### config.mk
export PLATFORM = sky130hd
export DESIGN_NAME = lt_seq_ctrl
export DESIGN_NICKNAME = d
export VERILOG_FILES = /design/src/rtl/lt_seq_ctrl.sv
export SDC_FILE = /design/constraint.sdc
export NUM_CORES = 1
export LEC_CHECK = 0
export CAP_MARGIN = 20
export CORE_MARGIN = 2
export CORE_UTILIZATION = 23
export CTS_BUF_LIST = sky130_fd_sc_hd__clkbuf_8 sky130_fd_sc_hd__clkbuf_16
export CTS_CLUSTER_DIAMETER = 150
export DETAILED_ROUTE_END_ITERATION = 12
export SYNTH_ARGS = -nofsm -noshare
export SYNTH_HDL_FRONTEND = slang
export SYNTH_SLANG_ARGS = --single-unit
export TNS_END_PERCENT = 50
### constraint.sdc
create_clock -name clk -period 3.19 [get_ports clk]
set_input_delay 0.4785 -clock clk [delete_from_list [all_inputs] [get_ports clk]]
set_output_delay 0.4785 -clock clk [all_outputs]
set_load 0.005 [all_outputs]
### src/rtl/lt_seq_ctrl.sv
// lt_seq_ctrl: bit-pair serial less-than/equal comparator, MSB pair first, start/busy/done handshake.
// Define LT_SEQ_EARLY_EXIT_EN to stop scanning at the first differing pair.
module lt_seq_ctrl #(
   parameter int WIDTH = 32
) (
   input  logic             clk,
   input  logic             rst_n,
   input  logic             start,
   input  logic             signed_cmp,
   input  logic [WIDTH-1:0] a,
   input  logic [WIDTH-1:0] b,
   output logic             busy,
   output logic             done,
   output logic             lt,
   output logic             eq
);
   localparam int NP = WIDTH / 2;
   localparam int IW = (NP > 1) ? $clog2(NP) : 1;
`ifdef LT_SEQ_EARLY_EXIT_EN
   localparam bit EARLY = 1'b1;
`else
   localparam bit EARLY = 1'b0;
`endif
   typedef enum logic [1:0] {IDLE, RUN, DONE} state_t;
   state_t           state_q, state_d;
   logic [WIDTH-1:0] a_q, a_d, b_q, b_d;
   logic [IW-1:0]    idx_q, idx_d;
   logic             dec_q, dec_d, res_q, res_d;
   logic             busy_q, busy_d, done_q, done_d, lt_q, lt_d, eq_q, eq_d;
   logic [1:0]       pa, pb;
   logic             first, last;
   logic [WIDTH-1:0] flip;
   assign pa    = a_q[{idx_q, 1'b0} +: 2];
   assign pb    = b_q[{idx_q, 1'b0} +: 2];
   assign first = (pa != pb) && !dec_q;
   assign last  = (idx_q == '0) || (EARLY && first);
   // Inverting the sign bit maps two's-complement order onto unsigned order
   assign flip  = {signed_cmp, {(WIDTH-1){1'b0}}};
   always_comb begin
      state_d = state_q;
      a_d     = a_q;
      b_d     = b_q;
      idx_d   = idx_q;
      dec_d   = dec_q;
      res_d   = res_q;
      busy_d  = busy_q;
      done_d  = 1'b0;
      lt_d    = lt_q;
      eq_d    = eq_q;
      if (state_q == RUN) begin
         idx_d = idx_q - 1'b1;
         if (first) begin
            dec_d = 1'b1;
            res_d = pa < pb;
         end
         if (last) begin
            state_d = DONE;
            busy_d  = 1'b0;
            done_d  = 1'b1;
            lt_d    = first ? (pa < pb) : (dec_q & res_q);
            eq_d    = !first && !dec_q;
         end
      end else if (start) begin
         state_d = RUN;
         busy_d  = 1'b1;
         a_d     = a ^ flip;
         b_d     = b ^ flip;
         idx_d   = IW'(NP - 1);
         dec_d   = 1'b0;
      end else begin
         state_d = IDLE;
         busy_d  = 1'b0;
      end
   end
   always_ff @(posedge clk) begin
      if (!rst_n) begin
         state_q <= IDLE;
         a_q     <= '0;
         b_q     <= '0;
         idx_q   <= '0;
         dec_q   <= 1'b0;
         res_q   <= 1'b0;
         busy_q  <= 1'b0;
         done_q  <= 1'b0;
         lt_q    <= 1'b0;
         eq_q    <= 1'b0;
      end else begin
         state_q <= state_d;
         a_q     <= a_d;
         b_q     <= b_d;
         idx_q   <= idx_d;
         dec_q   <= dec_d;
         res_q   <= res_d;
         busy_q  <= busy_d;
         done_q  <= done_d;
         lt_q    <= lt_d;
         eq_q    <= eq_d;
      end
   end
   assign busy = busy_q;
   assign done = done_q;
   assign lt   = lt_q;
   assign eq   = eq_q;
endmodule

# Yosys cells after proc, flatten, opt, wreduce, memory -nomap -nowiden
# Index checks and enable logic that the tools add are counted.
# word_totals
reg_bits	76
in_bits	68
word_cells	46
# classes
n_addsub	1
n_lt_le_gt_ge	1
n_eq_ne	4
shifts	2
mux	13
bitwise_logic	4
n_reduce_logical	11
# ops
op	n
indexed part select 32 x 6 -> 2 bit	2
XOR 32 bit	2
AND reduction 2 bit	5
2-to-1 mux 1 bit	9
2-to-1 mux 4 bit	2
logical NOT 4 bit	1
2-to-1 mux 2 bit	2
!= test 2 bit, second input constant	2
subtractor 4 x 1 -> 4 bit, second input constant	1
equality test 2 x 1 -> 1 bit, second input constant	1
logical AND 1 bit	2
logical NOT 1 bit	2
< comparator 2 bit	1
!= test 2 bit	1
nonzero test 2 bit	1
bitwise AND 1 bit	1
inverter 1 bit	1

# Logic depth before layout (Yosys ltp)
# logic_depth
ltp_word	5
mapped_depth	9

# Least setup slack after synthesis
# Ideal clock, no wire load.
# synth_path
path_type	reg2reg
start	register idx_q[0]
end	register res_q
t_arrival_ps	2315
t_required_ps	3120
path_slack_ps	804
path_stages_with_launch	10
n_path_buf	2
synth_period_minus_slack_ps	2386
cell_sequence	dfxtp_1 buf_6 buf_6 mux4_2 o22ai_1 nor2_1 ha_1 a21o_1 or4_1 a21oi_1
# synth_via
elab_chain_cells	4
# synth_rtl
element	line_no	rtl
from (decl)	27	logic [IW-1:0] idx_q, idx_d;
from (signal assigned)	91	idx_q <= idx_d;
indexed part select 32 x 6 -> 2 bit, on equally long branches	33, 34	
!= test 2 bit	35	assign first = (pa != pb) && !dec_q;
logical AND 1 bit	35	
AND reduction 2 bit (no line)	--	
to (signal assigned)	93	res_q <= res_d;
to (decl)	28	logic dec_q, dec_d, res_q, res_d;
# Several ways; a longest one is shown, not always the timed one.
# A chain may end at the register's enable or synchronous reset.

# Worst setup path after layout
# Ends and elaborated chain as after synthesis.

==> flow_summary.toml <==
[outcome]
run_status = "finished clean"

[floorplan]
die_w_um = 126.3
rows = 44
start_util_pct = 23.58
die-area_sq_um = 15950
ios = 72
fp.coreArea_sq_um = 14590
die_height_um = 126.3

[synthesis]
synth_top_family_by_area = "compound AO/OA/AOI/OAI gates"
synth_compound_area_share_pct = 23.09
synth_ff_type = "dfxtp_1"
synth_area_sq_um = 3441
yosysWarnings = 0
synthCells = 390
avgSynthCellArea_sq_um = 8.823
synth-edff-count = 0
syn_nets = 461
synth.area.mux_share_pct = 11.09
yosys.area_share.simple_pct = 14.25
ys_types = 39
synth_seq_area_share_pct = 43.64
ys_async_sr_fraction_pct = 0
synth.ff_latch_count = 75
synth_xor_area_share_pct = 0.5091
synthAdderAreaFrac_pct = 1.091

[critical_path]
endpoint_kind = "flop"
cp.required_ns = 3.46
crit_buf_inv = 0
crit_chain = "mux4_2, o22ai_1, nor2_1, ha_1, a21o_1, or4_1, a21oi_1"
worst_setup_path_start_kind = "flop"
critPathSlowestCell = "dfxtp_1"
slowest_delay_ns = 0.70
critPathArrivalTime_ns = 3.03
cp_top_family = "flip-flops"
crit_path_max_fanout = 11
path_class = "reg2reg"

[clock_tree]
h-tree-depth = 3
clockRootBuffer = "clkbuf_16"
cts_inserted_buffers = 9
post_cts_resized = 0
cts_tree = "built"
clk_pin_slew_ns = 0.06
clkLatencyLatePin_ns = 0.34
cts_buffer_depth = 2
clock_sink_count = 75
postCtsSetupBuffers = 0
hold_buffers = 0

[timing]
rsz0062_at_grt = "no"
slew_headroom_pct = 38.47
fin_setup_tns_ns = 0
finalSetupViolations = 0
post-route-period-util_pct = 86.65
setup_ws_ns = 0.4258
worst_pin_slew_ns = 0.9215
period_minus_slack_ns = 2.764
hold_slack_ns = 0.4750
hold_viol = 0
fin_skew_ns = 0.006396
max_freq_ghz = 0.3618
slew_viol_final = 0

[drt]
drtAntennaViolNets = 0
vias = 3102
avgViaCountPerCell = 4.955
drtPass1Iterations = 4
routedWlPerCell_um = 15.52
drc = 0
detail_route.iter0.violations = 186
wl_mm = 9.717

[pwr]
combinationalPowerShare_pct = 17.4
p_per_area_nw_per_um2 = 568.8
power_switching_w = 0.0006492
seqPwrFrac_pct = 40.6
power_frac_clock_pct = 42.0
p_leak_nw = 1.585
switching_share_pct = 24.87
irDropWorstVdd_uv = 282.7
p_total_w = 0.002610
p_int_w = 0.001961

[layout]
synthToLayoutAreaGrowth_pct = 33.38
post_route_cells_drive_above_1_share_pct = 10.63
final_common_cell = "dfxtp_1"
mostFrequentLayoutCells = "dfxtp_1, clkdlybuf4s50_1, a21oi_1"
nets = 508
fin_util_pct = 31.46
antenna_cells = 0

[global_route]
grt_pass1_wl_mm = 15.90
grt_max_degree = 66
antenna_found_initial = 0
grt.overflow.total = 0
globalRouteTotalUtil_pct = 12.54
first_global_vias = 3196

[placement]
gp_congestion = 0.8979
dp_slack_ns = 0.4162
io_buffers = 71
dp.final_hpwl_mm = 6.922

[hold_path]
hold_class = "reg2reg"

[run]
maxCapViolCount = 0
-- path summary, 6_finish.rpt --
path                    startpoint                   to  slack (ns)  depth (start not counted)
min            a_q[4]$_SDFFE_PN0P_  a_q[4]$_SDFFE_PN0P_        0.48                          2
min reg2reg    a_q[4]$_SDFFE_PN0P_  a_q[4]$_SDFFE_PN0P_        0.48                          2
max          idx_q[0]$_SDFFE_PN0P_   res_q$_SDFFE_PN0P_        0.43                          7
max reg2reg  idx_q[0]$_SDFFE_PN0P_   res_q$_SDFFE_PN0P_        0.43                          7
-- power by group through the flow --
stage	Combinational (W)	Sequential, W	Clock, W
6_report	0.000455	0.00106	0.00110
5_1_grt	0.000506	0.00107	0.00115
4_1_cts	0.000456	0.00106	0.00111
3_5_place_dp	0.000453	0.00108	0
3_3_place_gp	0.000438	0.00108	0
2_1_floorplan	0.000315	0.00105	0
-- cell usage after synthesis (2+ instances only) --
cell / instances / share of area, %
a211oi_1: 5 / 1.1
a21oi_1: 67 / 9.7
buf_1: 3 / 0.33
buf_2: 9 / 1.3
buf_4: 3 / 0.65
buf_6: 2 / 0.65
clkbuf_1: 26 / 2.8
dfxtp_1: 75 / 44
ha_1: 3 / 1.1
inv_1: 3 / 0.33
inv_2: 2 / 0.22
mux4_2: 16 / 10
nand2_1: 5 / 0.55
nand2b_1: 4 / 0.73
nand3_1: 63 / 9.2
nor2_1: 6 / 0.65
nor2b_1: 2 / 0.36
nor3_1: 2 / 0.29
o21ai_0: 44 / 6.4
o21ai_1: 21 / 3.1
o22ai_1: 7 / 1.3
or2_1: 3 / 0.55
or4_1: 2 / 0.44
xnor2_1: 2 / 0.51
-- flip-flops by register name, summed over array words and instances, names as in the netlist --
name	flops
a_q	32
b_q	32
idx_q	4
state_q	2
dec_q	1
done	1
eq	1
lt	1
res_q	1
-- worst min-delay path, cell delays in order (launching register included) --
cell     delay, ns
dfxtp_1       0.30
o21ai_0       0.06
a21oi_1       0.06
-- cells by family after synthesis --
| family | Yosys count |
|---|---|
| AOI/OAI and AO/OA | 150 |
| and+or+nand+nor | 94 |
| DFF | 75 |
| buffers and inverters | 48 |
| muxes | 18 |
| adders and majority gates | 3 |
| xor gates and xnor gates | 2 |
-- routing by layer --
layer	vias up	share of wire (%)	wire length (um)	global-route usage (%)
met1	1481	44	4278	15.30
met3	13	4.8	470	3.501
met4	0	1.5	150	4.654
li1	1529	-	-	-
met5	-	0	0	0
met2	79	50	4817	21.13
-- stage by stage --
stage,instances,cell area [sq um]
after detailed placement,610,4260
after floorplan,390,3441
after global placement,610,4260
final,626,4589
after global routing,626,4589
after CTS,626,4589
-- cell type report --
| class | count | area (sq um) |
|---|---|---|
| clock buffers | 11 | 252.7 |
| clock inverters | 5 | 76.32 |
| fillers | 1480 | 10000 |
| inverters | 5 | 18.77 |
| multi-input cells | 267 | 1732 |
| flip-flops and latches | 75 | 1501 |
| well taps | 184 | 230.2 |
| repair buffers | 79 | 778.2 |
No activity file was read; power rests on OpenSTA's default activity.
==> RTL change 1, RTL diff (same flow settings) <==
Change the parameter `WIDTH` from 32 to 64.
--- a/src/rtl/lt_seq_ctrl.sv
+++ b/src/rtl/lt_seq_ctrl.sv
@@ -1,7 +1,7 @@
 // lt_seq_ctrl: bit-pair serial less-than/equal comparator, MSB pair first, start/busy/done handshake.
 // Define LT_SEQ_EARLY_EXIT_EN to stop scanning at the first differing pair.
 module lt_seq_ctrl #(
-   parameter int WIDTH = 32
+   parameter int WIDTH = 64
 ) (
    input  logic             clk,
    input  logic             rst_n,
Ports: changed (resized a and b); port bits go from 72 to 136. The function was not compared with the original's and may differ.
==> RTL change 1 against the original RTL <==
Total power grew 84%. Cell area grew 80%. Sequential cell count grew 65. Setup slack lost 0.010 ns. Critical path type unchanged. Synthesized area grew 74%. Combinational power grew 63%. Wire length grew 90%. Clock power grew 89%. First-iteration DRC count grew 80%. Sequential power grew 86%. Highest routed layer unchanged. Largest cell class unchanged. Die area grew 71%.
==> RTL change 1: results (changes against the original RTL) <==
| Metric | Value |
|---|---|
| Status | `completed` |
| Via density | `4.53 (-8.7%)` |
| Drt total wl | `18,400 microns (+90%)` |
| Max incr delay on CP | `0.67 ns (-0.03 ns)` |
| Register Area | `2800 sq um (+87%)` |
| Nets | `957 (+88%)` |
| First drt pass iteration count | `5 (+1)` |
| Number of port buffers | `135 (+90%)` |
| Met3 WL post-DR | `1280 microns (+170%)` |
| Post-Route M1 WL | `8600 microns (+100%)` |
| Net Sw Frac | `0.258 (+0.00904)` |
| Comb power | `0.743 mW (+63%)` |
| Clk_lat worst skew | `0.42 ns (+0.08 ns)` |
| Leading post-synthesis cells by cell area | `dfxtp_1, nand2_1, a21oi_1` |
| # fillers | `2,684 (+81%)` |
| Post-CTS Setup Bufs | `0 (unchanged)` |
| Non-clk bufs | `150 (+90%)` |
| Type of the tightest min-delay check | `register to register` |
| GR Util met1 | `0.189 (+0.0357)` |
| Signal buf overhead | `0.181 (+0.0117)` |
| Post-synth top cells | `nand2_1, dfxtp_1, a21oi_1, clkbuf_1, mux4_2` |
| HP Start | `b_q[40]` |
| Hold Path End | `b_q[40]` |
| M2 GR Usage | `0.217 (+0.00541)` |
| Top Registers | `a_q (64), b_q (64), idx_q (5)` |
| CP Data Arrival Time | `3.06 ns (+0.03 ns)` |
| Vias in the first global route | `5,272 (+65%)` |
| Least-Margin Pin Slew | `0.714 ns (-0.207 ns)` |
| Total GRT Usage | `0.140 (+0.0150)` |
| Crit path max fanout | `18 (+7)` |
| Cell variety after synth | `43 (+10%)` |
| Reg2Reg Depth | `8 (+1)` |
| Maximum VDD drop | `0.286 mV (+1.3%)` |
| Clock buf/inv share | `0.0756 (+0.00385)` |
| Flop pwr share | `0.411 (+0.005)` |
| Seq pwr | `1.97 mW (+86%)` |
| Syn nets | `845 (+83%)` |
| #FFs+latches synth | `140 (+87%)` |
| Clock buffer depth | `2 (unchanged)` |
| Met3 global-route usage | `0.0402 (+0.00520)` |
| TritonCTS Buffers | `17 (+8)` |
| Pre-CTS WS | `0.412 ns (-0.00380 ns)` |
| First-pass GRT wire length | `28,900 microns (+82%)` |
| Largest net degree at the start of global routing | `67 (+1.5%)` |
| Post-DP HPWL | `13,600 microns (+96%)` |
| Multi-Input Combinational | `508 (+90%)` |
| CTS H-Tree Depth | `4 (+1)` |
| Placer Congestion | `0.835 (-7.0%)` |
| Multi-input gate area | `2910 sq um (+68%)` |
| Invs w/o clock | `5 (unchanged)` |
| Leakage power total | `3.00 nW (+89%)` |
| DR WL met2 | `8210 microns (+70%)` |
| Top-count cell post-synth | `nand2_1` |
| DR iter-0 viols | `334 (+80%)` |
| Slowest CP cell | `dfxtp_2` |
| Final Skew | `0.00414 ns (-0.00225 ns)` |
| CP top delay family | `multiplexers` |
| Layout cells sized above 1 | `0.0970 (-0.00933)` |
RTL change 1: cell families after synthesis:
kind of cell,after synthesis,share of synthesized area
compound gates,157,0.144
xor+xnor,2,0.00293
simple gates,304,0.204
mux,42,0.128
flops,140,0.469
buf+inv,62,0.0467
fa+ha+maj,3,0.00628
RTL change 1: metrics by stage:
stage           util  instances  hold slack (ns)  cell area [sq um]
3_5_place_dp   0.297       1138            0.445               7650
3_3_place_gp   0.297       1138            0.444               7650
2_1_floorplan      -        710            0.432               5980
4_1_cts        0.321       1170            0.453               8280
5_1_grt        0.321       1170            0.474               8280
6_report       0.321       1170            0.453               8280
RTL change 1: worst register-to-register path, cell delays in order, from the launching register on:
cell       delay [ns]
dfxtp_2          0.67
mux4_2           0.58
a2111oi_0        0.41
a21oi_1          0.14
ha_1             0.34
nand2_1          0.09
nand3b_1         0.13
mux2i_1          0.22
nor2_1           0.05
==> RTL change 2, RTL diff (same flow settings) <==
Made on the original files. The 3 states of `state_t` get a one-hot encoding in 3 bits.
--- a/src/rtl/lt_seq_ctrl.sv
+++ b/src/rtl/lt_seq_ctrl.sv
@@ -21,7 +21,7 @@
 `else
    localparam bit EARLY = 1'b0;
 `endif
-   typedef enum logic [1:0] {IDLE, RUN, DONE} state_t;
+   typedef enum logic [2:0] {IDLE = 3'b001, RUN = 3'b010, DONE = 3'b100} state_t;
    state_t           state_q, state_d;
    logic [WIDTH-1:0] a_q, a_d, b_q, b_d;
    logic [IW-1:0]    idx_q, idx_d;
Formal check against the unedited RTL: same outputs for any inputs over 10 cycles, from zero or initial values and one cycle with rst_n low; not proved beyond that.
==> RTL change 2 against the original RTL <==
Sequential cell count up 1. Wire length fell by 0.19%. Critical endpoint unchanged. Clock skew down 0.0027 ns. Critical path depth is the same. Setup slack better by 0.19 ns. Total power fell by 5.2%. Synthesized area fell by 0.33%. First-iteration DRC count rose by 32%. Combinational power fell by 23%. Cell area about the same. Highest routed layer unchanged.
==> RTL change 2: results (changes against the original RTL) <==
| Metric | Value |
|---|---|
| HP Start | `b_q[4]` |
| Top Registers | `a_q (32), b_q (32), idx_q (4)` |
| Layout cells sized above 1 | `0.111 (+0.00478)` |
| First drt pass iteration count | `5 (+1)` |
| Post-DP HPWL | `6970 microns (+0.71%)` |
| RR Startpoint | `idx_q[2]` |
| Multiplexer area fraction after synthesis | `0.120 (+0.00948)` |
| First-pass GRT wire length | `15,700 microns (-1.0%)` |
| FF-to-FF End | `res_q` |
| Cell variety after synth | `37 (-5.1%)` |
| Hold Path End | `b_q[4]` |
| Nets | `507 (-0.20%)` |
| Placer Congestion | `0.791 (-12%)` |
| DR iter-0 viols | `245 (+32%)` |
| Synth Area in Compound Gates | `0.231 (about the same)` |
| Leakage power total | `1.60 nW (+1.2%)` |
| WL/cell | `15.5 microns (about the same)` |
| Reg-to-reg slack, setup | `0.62 ns (+0.19 ns)` |
| Adder-Cell Fraction of Synth Area | `0.0109 (+0.0000358)` |
| Total GRT Usage | `0.125 (about the same)` |
| Post-synth top cells | `dfxtp_1, a21oi_1, o21ai_0, nand3_1, clkbuf_1` |
| Post-DP Area | `4280 sq um (+0.35%)` |
| CP Data Arrival Time | `2.83 ns (-0.20 ns)` |
| Status | `completed` |
| Syn nets | `459 (-0.43%)` |
| Via density | `4.93 (-0.45%)` |
| Crit path max fanout | `15 (+4)` |
| Largest net degree at the start of global routing | `77 (+17%)` |
| Register area share after synthesis | `0.444 (+0.00727)` |
| Hold WS | `0.479 ns (+0.00352 ns)` |
RTL change 2: where the power goes:
group / switching (mW) / leakage, nW / internal, mW / total (mW)
Clock: 0.396 / 0.153 / 0.681 / 1.08
Sequential: 0.0397 / 0.626 / 1.01 / 1.04
Combinational: 0.159 / 0.825 / 0.193 / 0.352
Total: 0.594 / 1.60 / 1.88 / 2.47
RTL change 2: layout make-up:
class	instances	area [sq um]
sequential	76	1520
inverter	6	22.5
timing repair buffer	79	778
multi-input combinational	264	1720
clock buffer	9	225
fill	1535	9940
clock inverter	7	92.6
tap	184	230
RTL change 2: cells by family (layout without fill, tap and decap cells):
logic type | Yosys count | in the layout
compound gates | 150 | 150
xor+xnor | 2 | 2
fa+ha+maj | 3 | 3
buf+inv | 48 | 101
flops | 76 | 76
mux | 21 | 21
simple gates | 88 | 88
RTL change 2: how the worst max path moves through the flow:
| stage | from | endpoint | slack, ns | cells after the start |
|---|---|---|---|---|
| final | idx_q[2] | res_q | 0.62 | 7 |
| after global routing | idx_q[2] | res_q | 0.48 | 7 |
| after CTS | idx_q[2] | res_q | 0.63 | 7 |
| after detailed placement | idx_q[2] | res_q | 0.64 | 7 |
| after global placement | idx_q[0] | res_q | 0.71 | 8 |
| after floorplan | idx_q[0] | res_q | 0.61 | 9 |
RTL change 2: metal layers:
metal / GRT usage / share of wire / vias to the layer above
met5: 0 / 0 / -
li1: - / - / 1524
met1: 0.161 / 0.45 / 1473
met2: 0.204 / 0.49 / 70
met3: 0.0319 / 0.041 / 16
met4: 0.0452 / 0.019 / 0
RTL change 2: through the flow:
stage                util  worst slack (ns)  std cells
finish              0.316             0.617        625
global route        0.316             0.480        625
CTS                 0.316             0.629        625
detailed placement  0.294             0.635        609
global placement    0.294             0.712        609
floorplan               -             0.613        388
RTL change 2: worst reg2reg max path, stage by stage (launching register included):
cell and delay [ns]:
dfxtp_1 0.69, mux4_2 0.32, o22ai_1 0.08, or2_2 0.28
ha_1 0.32, a21o_1 0.19, or4_1 0.48, a21oi_1 0.16
